### config.mk
export PLATFORM = sky130hd
export DESIGN_NAME = res_station_array
export DESIGN_NICKNAME = d
export VERILOG_FILES = /design/src/rtl/res_station_array.sv
export SDC_FILE = /design/constraint.sdc
export NUM_CORES = 1
export LEC_CHECK = 0
export ABC_CLOCK_PERIOD_IN_PS = 6500
export CELL_PAD_IN_SITES_DETAIL_PLACEMENT = 1
export CELL_PAD_IN_SITES_GLOBAL_PLACEMENT = 2
export CORE_MARGIN = 3
export CORE_UTILIZATION = 38
export CTS_BUF_LIST = sky130_fd_sc_hd__clkbuf_16
export DETAILED_ROUTE_END_ITERATION = 16
export PLACE_DENSITY_LB_ADDON = 0.1
export SLEW_MARGIN = 20
export SYNTH_ARGS = -nofsm -noshare
export SYNTH_HDL_FRONTEND = slang
export SYNTH_SLANG_ARGS = --single-unit
### constraint.sdc
create_clock -name clk -period 6.5 [get_ports clk]
set_clock_uncertainty 0.15 [all_clocks]
set_input_delay 0.975 -clock clk [delete_from_list [all_inputs] [get_ports clk]]
set_output_delay 0.975 -clock clk [all_outputs]
set_load 0.005 [all_outputs]
### src/rtl/res_station_array.sv
// Reservation station for one functional unit: dispatch into free entries, CDB wakeup,
// oldest-ready selection and issue handshake.
module res_station_array #(
    parameter int DEPTH      = 4,
    parameter int DATA_WIDTH = 16,
    parameter int TAG_WIDTH  = 3,
    parameter int OP_WIDTH   = 4
) (
    input  logic                       clk,
    input  logic                       flush,
    input  logic                       disp_valid,
    output logic                       disp_ready,
    input  logic [OP_WIDTH-1:0]        op_in,
    input  logic [DATA_WIDTH-1:0]      Vj_in,
    input  logic [DATA_WIDTH-1:0]      Vk_in,
    input  logic                       Vj_valid_in,
    input  logic                       Vk_valid_in,
    input  logic [TAG_WIDTH-1:0]       Qj_in,
    input  logic [TAG_WIDTH-1:0]       Qk_in,
    input  logic [TAG_WIDTH-1:0]       dest_in,
    input  logic                       cdb_valid,
    input  logic [TAG_WIDTH-1:0]       cdb_tag,
    input  logic [DATA_WIDTH-1:0]      cdb_data,
    output logic                       issue_valid,
    input  logic                       issue_ready,
    output logic [OP_WIDTH-1:0]        issue_op,
    output logic [DATA_WIDTH-1:0]      issue_Vj,
    output logic [DATA_WIDTH-1:0]      issue_Vk,
    output logic [TAG_WIDTH-1:0]       issue_dest,
    output logic [$clog2(DEPTH):0]     count,
    output logic                       full
);
    localparam int AW = $clog2(DEPTH);
    localparam int CW = AW + 1;

    logic [DEPTH-1:0]      busy_r;
    logic [DEPTH-1:0]      vj_valid_r;
    logic [DEPTH-1:0]      vk_valid_r;
    logic [OP_WIDTH-1:0]   op_r   [DEPTH];
    logic [DATA_WIDTH-1:0] vj_r   [DEPTH];
    logic [DATA_WIDTH-1:0] vk_r   [DEPTH];
    logic [TAG_WIDTH-1:0]  qj_r   [DEPTH];
    logic [TAG_WIDTH-1:0]  qk_r   [DEPTH];
    logic [TAG_WIDTH-1:0]  dest_r [DEPTH];
    logic [AW-1:0]         age_r  [DEPTH];
    logic [CW-1:0]         count_r;

    logic [DEPTH-1:0] ready_s;
    logic             sel_found_s;
    logic [AW-1:0]    sel_idx_s;
    logic [AW-1:0]    sel_age_s;
    logic [AW-1:0]    free_idx_s;
    logic             disp_fire_s;
    logic             issue_fire_s;
    logic             byp_j_s;
    logic             byp_k_s;
    logic [AW-1:0]    new_age_s;

    assign ready_s      = busy_r & vj_valid_r & vk_valid_r;
    assign full         = (count_r == CW'(DEPTH));
    assign disp_ready   = !full;
    assign count        = count_r;
    assign disp_fire_s  = disp_valid && !full;
    assign issue_fire_s = sel_found_s && issue_ready;
    assign byp_j_s      = cdb_valid && !Vj_valid_in && (Qj_in == cdb_tag);
    assign byp_k_s      = cdb_valid && !Vk_valid_in && (Qk_in == cdb_tag);
    // A slot freed this cycle is not reused, so the newcomer lands behind the survivors.
    assign new_age_s    = AW'(count_r - CW'(issue_fire_s));

    // Oldest-ready select: smallest age among ready entries.
    always_comb begin
        logic take_v;
        take_v      = 1'b0;
        sel_found_s = 1'b0;
        sel_idx_s   = '0;
        sel_age_s   = '0;
        for (int i = 0; i < DEPTH; i++) begin
            take_v      = ready_s[i] && (!sel_found_s || (age_r[i] < sel_age_s));
            sel_idx_s   = take_v ? AW'(i) : sel_idx_s;
            sel_age_s   = take_v ? age_r[i] : sel_age_s;
            sel_found_s = sel_found_s || take_v;
        end
    end

    // Lowest-index free slot for dispatch.
    always_comb begin
        free_idx_s = '0;
        for (int i = DEPTH - 1; i >= 0; i--) begin
            free_idx_s = busy_r[i] ? free_idx_s : AW'(i);
        end
    end

    // Issue outputs follow the selected entry, zero when nothing is ready.
    always_comb begin
        issue_valid = sel_found_s;
        if (sel_found_s) begin
            issue_op   = op_r[sel_idx_s];
            issue_Vj   = vj_r[sel_idx_s];
            issue_Vk   = vk_r[sel_idx_s];
            issue_dest = dest_r[sel_idx_s];
        end else begin
            issue_op   = '0;
            issue_Vj   = '0;
            issue_Vk   = '0;
            issue_dest = '0;
        end
    end

    // Entry state: flush, issue release, CDB wakeup, age compaction and dispatch write.
    always_ff @(posedge clk) begin
        if (flush) begin
            count_r    <= '0;
            busy_r     <= '0;
            vj_valid_r <= '0;
            vk_valid_r <= '0;
            for (int i = 0; i < DEPTH; i++) begin
                op_r[i]   <= '0;
                vj_r[i]   <= '0;
                vk_r[i]   <= '0;
                qj_r[i]   <= '0;
                qk_r[i]   <= '0;
                dest_r[i] <= '0;
                age_r[i]  <= '0;
            end
        end else begin
            count_r <= count_r + CW'(disp_fire_s) - CW'(issue_fire_s);
            for (int i = 0; i < DEPTH; i++) begin
                if (issue_fire_s && (sel_idx_s == AW'(i))) begin
                    busy_r[i] <= 1'b0;
                end else if (busy_r[i]) begin
                    if (cdb_valid && !vj_valid_r[i] && (qj_r[i] == cdb_tag)) begin
                        vj_r[i]       <= cdb_data;
                        vj_valid_r[i] <= 1'b1;
                    end
                    if (cdb_valid && !vk_valid_r[i] && (qk_r[i] == cdb_tag)) begin
                        vk_r[i]       <= cdb_data;
                        vk_valid_r[i] <= 1'b1;
                    end
                    if (issue_fire_s && (age_r[i] > sel_age_s)) begin
                        age_r[i] <= age_r[i] - AW'(1'b1);
                    end
                end else if (disp_fire_s && (free_idx_s == AW'(i))) begin
                    busy_r[i]     <= 1'b1;
                    op_r[i]       <= op_in;
                    vj_r[i]       <= byp_j_s ? cdb_data : Vj_in;
                    vk_r[i]       <= byp_k_s ? cdb_data : Vk_in;
                    vj_valid_r[i] <= Vj_valid_in || byp_j_s;
                    vk_valid_r[i] <= Vk_valid_in || byp_k_s;
                    qj_r[i]       <= Qj_in;
                    qk_r[i]       <= Qk_in;
                    dest_r[i]     <= dest_in;
                    age_r[i]      <= new_age_s;
                end
            end
        end
    end
endmodule
==> flow_summary.ini <==
[synth]
synth_edf_count = 188
synth_xor_area_share_pct = 2.89
synth-simple-area-share_pct = 15.0
synth_nets = 1086
async_flop_share_pct = 0
synth_area_per_cell_um2 = 11.2
synth_mux_area_share_pct = 11.1
synthAdderAreaFrac_pct = 1.74
synth_ff_type = edfxtp_1
synth_top_family_by_area = simple AND/OR/NAND/NOR gates
yosys.cell_types.count = 62
seq_area_frac_synth_pct = 52.9
syn_inst = 1000
synth-compound-area-share_pct = 12.0
syn_area_um2 = 11200
ys_ff_latch = 203
ys_warn_count = 0

[routing]
drt-initial-drc-count = 627
avgRoutedWirePerCell_um = 24.3
wl_um = 35900
dr.pass1.iters = 5
drc_errors = 0
viasPerCell = 5.66
vias = 8351
antenna_left = 0

[setup_path]
cp_slowest_cell = clkdlybuf4s50_1
r2r_cells = 25
r2r-start = vj_valid_r[0]
worst-r2r-setup-slack_ns = 0.81
crit_top_cell = ha_1
cpLargestDelayFamily = simple AND/OR/NAND/NOR gates
crit_fanout = 20
path_buf_inv = 3
crit_chain = and3_1 > nand2_1 > ha_1 > a21oi_4 > o21ai_4 > o21ai_1 > inv_1 > ha_1 > or3_1 > nor3_4 > nor2_4 > mux2i_1 > ha_1 > nor3_1 > o21ai_1 > o22ai_4 > nand2b_4 > buf_12 > o221ai_1 > clkdlybuf4s50_1
path_class = reg -> out
critPathMaxStageDelay_ns = 0.48
critPathCaptureType = output port
cp.arrival_ns = 5.04
crit_required_ns = 5.37
start_kind = flop
r2r-end = age_r[1][1]

[pwr]
switchingPower_uw = 887
switching_share_pct = 26.7
clkPwrFrac_pct = 37.1
p_leak_nw = 4.91
p_seq_share_pct = 48.5
p_int_mw = 2.44
p_comb_share_pct = 14.4
peakVddDrop_mv = 0.149
power.density_nw_per_um2 = 248
power.total_mw = 3.33

[timing]
max_freq_mhz = 162
setup_tns_ns = 0
worst_pin_slew_ns = 1.03
hold-worst-slack_ns = 0.358
relSlewSlack_pct = 31.1
hold_viol = 0
fin_crit_sh_pct = 94.8
rsz0062_at_grt = false
setup_viol = 0
finalMaxSlewViolations = 0
fin_crit_ns = 6.16

[clocking]
cts_tree = built
cts_buffer_depth = 3
path_clk_slew_ns = 0.06
clock-sinks = 203
root_buffer = clkbuf_16
cts_max_level = 1
cts_inserted_buffers = 24
cts_hold_buf = 0
clock_latency_ns = 0.53

[global_routing]
grt-ovfl-total = 0
antenna_found_initial = 0
grt_max_degree = 76
grt_usage_pct = 22.2
grt_pass1_vias = 8830
grt_pass1_wl_um = 53700

[final_layout]
fillers = 3082
diodes = 0
layout_common_cells = 188 x edfxtp_1, 115 x nor2_1, 115 x clkdlybuf4s50_1
area_growth_pct = 19.6
layout-drive-gt1-share_pct = 9.25
fin_area_um2 = 13400
final_util_pct = 46.4
final_common_cell = edfxtp_1
final_nets = 1161

[hold_path]
worstHoldStart = vj_valid_r[3]
hold_depth = 2
hp-class = reg -> reg
holdPathEnd = vj_valid_r[3]

[die]
initial_core_util_pct = 38.8
rows = 62
dieWidth_um = 178
ioPinCount = 116
die_h_um = 178
core_um2 = 28900
dieArea_um2 = 31700

[placed_design]
port_buffers = 115
gp_congestion = 0.810
hpwl_um = 22300
dpl_cell_area_um2 = 12600

[job]
max_cap_viol_count = 0

[run_status]
status = completed
## worst register-to-register path: cells and delay by family (launching register included)
kind	cells	cell delay, ns
AOI/OAI and AO/OA	9	1.65
muxes	1	0.14
and+or+nand+nor	9	1.51
DFF	1	0.38
buffers and inverters	2	0.43
adders and majority gates	4	1.07
## how the worst max path moves through the flow
stage | from | endpoint | slack, ns | depth (start not counted)
finish | vj_valid_r[0] | issue_op[2] | 0.34 | 20
CTS | vj_valid_r[0] | issue_Vj[1] | 0.002 | 20
global route | vj_valid_r[0] | issue_Vk[15] | 0.04 | 20
global placement | vj_valid_r[0] | issue_Vj[0] | 0.52 | 20
detailed placement | vj_valid_r[0] | issue_Vj[0] | 0.42 | 20
floorplan | vj_valid_r[0] | age_r[3][0] | 0.76 | 26
## synthesized netlist by cell type (all sizes together) (4+ instances only)
library cell / number / area, um2
dfxtp: 15 / 300
o21a: 27 / 203
nand2b: 12 / 75.1
mux2i: 110 / 1100
o22ai: 5 / 37.5
mux2: 13 / 146
buf: 50 / 280
xor2: 19 / 166
a31oi: 31 / 194
o32ai: 4 / 50.1
ha: 14 / 175
a22o: 32 / 280
clkbuf: 35 / 131
nand2: 87 / 327
nor4: 5 / 31.3
nand3: 8 / 52.6
nor2: 124 / 508
xnor2: 18 / 158
o221ai: 26 / 228
a21oi: 13 / 65.1
or2: 7 / 43.8
inv: 21 / 78.8
o21ai: 24 / 124
edfxtp: 188 / 5650
nor3: 20 / 161
and2: 52 / 325
or3: 8 / 50.1
## what timing repair did
action	CTS	global route
resized for setup	2	16
gates cloned	0	2
setup endpoints to repair	27	39
endpoints found under the hold margin	0	0
pin swaps	0	1
setup buffers	0	0
## cells by family (layout without fill, tap and decap cells)
family / after synthesis / in the layout
AO/OA/AOI/OAI: 181 / 181
multiplexers: 123 / 123
buffers and inverters: 106 / 198
adder cells (fa/ha/maj): 15 / 15
flip-flops: 203 / 203
XOR/XNOR: 37 / 37
AND/OR/NAND/NOR: 335 / 335
## layer usage
layer  share of wire, %  up-vias  GRT usage, %
met4                2.1        0          4.94
met2                 46      212          35.7
met5                  0        -             0
met3                4.7       41          2.42
met1                 47     4289          32.4
li1                   -     3809             -
## state kept, by name, indices dropped and copies added (netlist names)
register / flops
age_r: 8
busy_r: 4
count: 3
dest_r: 12
op_r: 16
qj_r: 12
qk_r: 12
vj_r: 64
vj_valid_r: 4
vk_r: 64
vk_valid_r: 4
## power groups by stage
stage / combinational, mW / sequential (mW) / clock, mW
3_5_place_dp: 0.476 / 1.64 / 0
3_3_place_gp: 0.471 / 1.64 / 0
4_1_cts: 0.478 / 1.62 / 1.25
6_report: 0.479 / 1.62 / 1.24
2_1_floorplan: 0.288 / 1.62 / 0
5_1_grt: 0.523 / 1.63 / 1.30
## area by class of cell
type	instances	area [um2]	share of cell area [%]
clock inverter	18	72.6	0.540
multi-input combinational	691	4870	36.3
tap	384	480	3.58
clock buffer	25	626	4.66
inverter	21	78.8	0.587
timing repair buffer	134	1350	10.1
sequential	203	5950	44.3
## through the flow
step / std cells / worst slack (ns)
CTS: 1474 / 0.00196
global route: 1476 / 0.0446
floorplan: 1000 / 0.759
detailed placement: 1431 / 0.423
global placement: 1430 / 0.515
finish: 1476 / 0.338
Note: power is estimated with default switching activity, not from simulation.
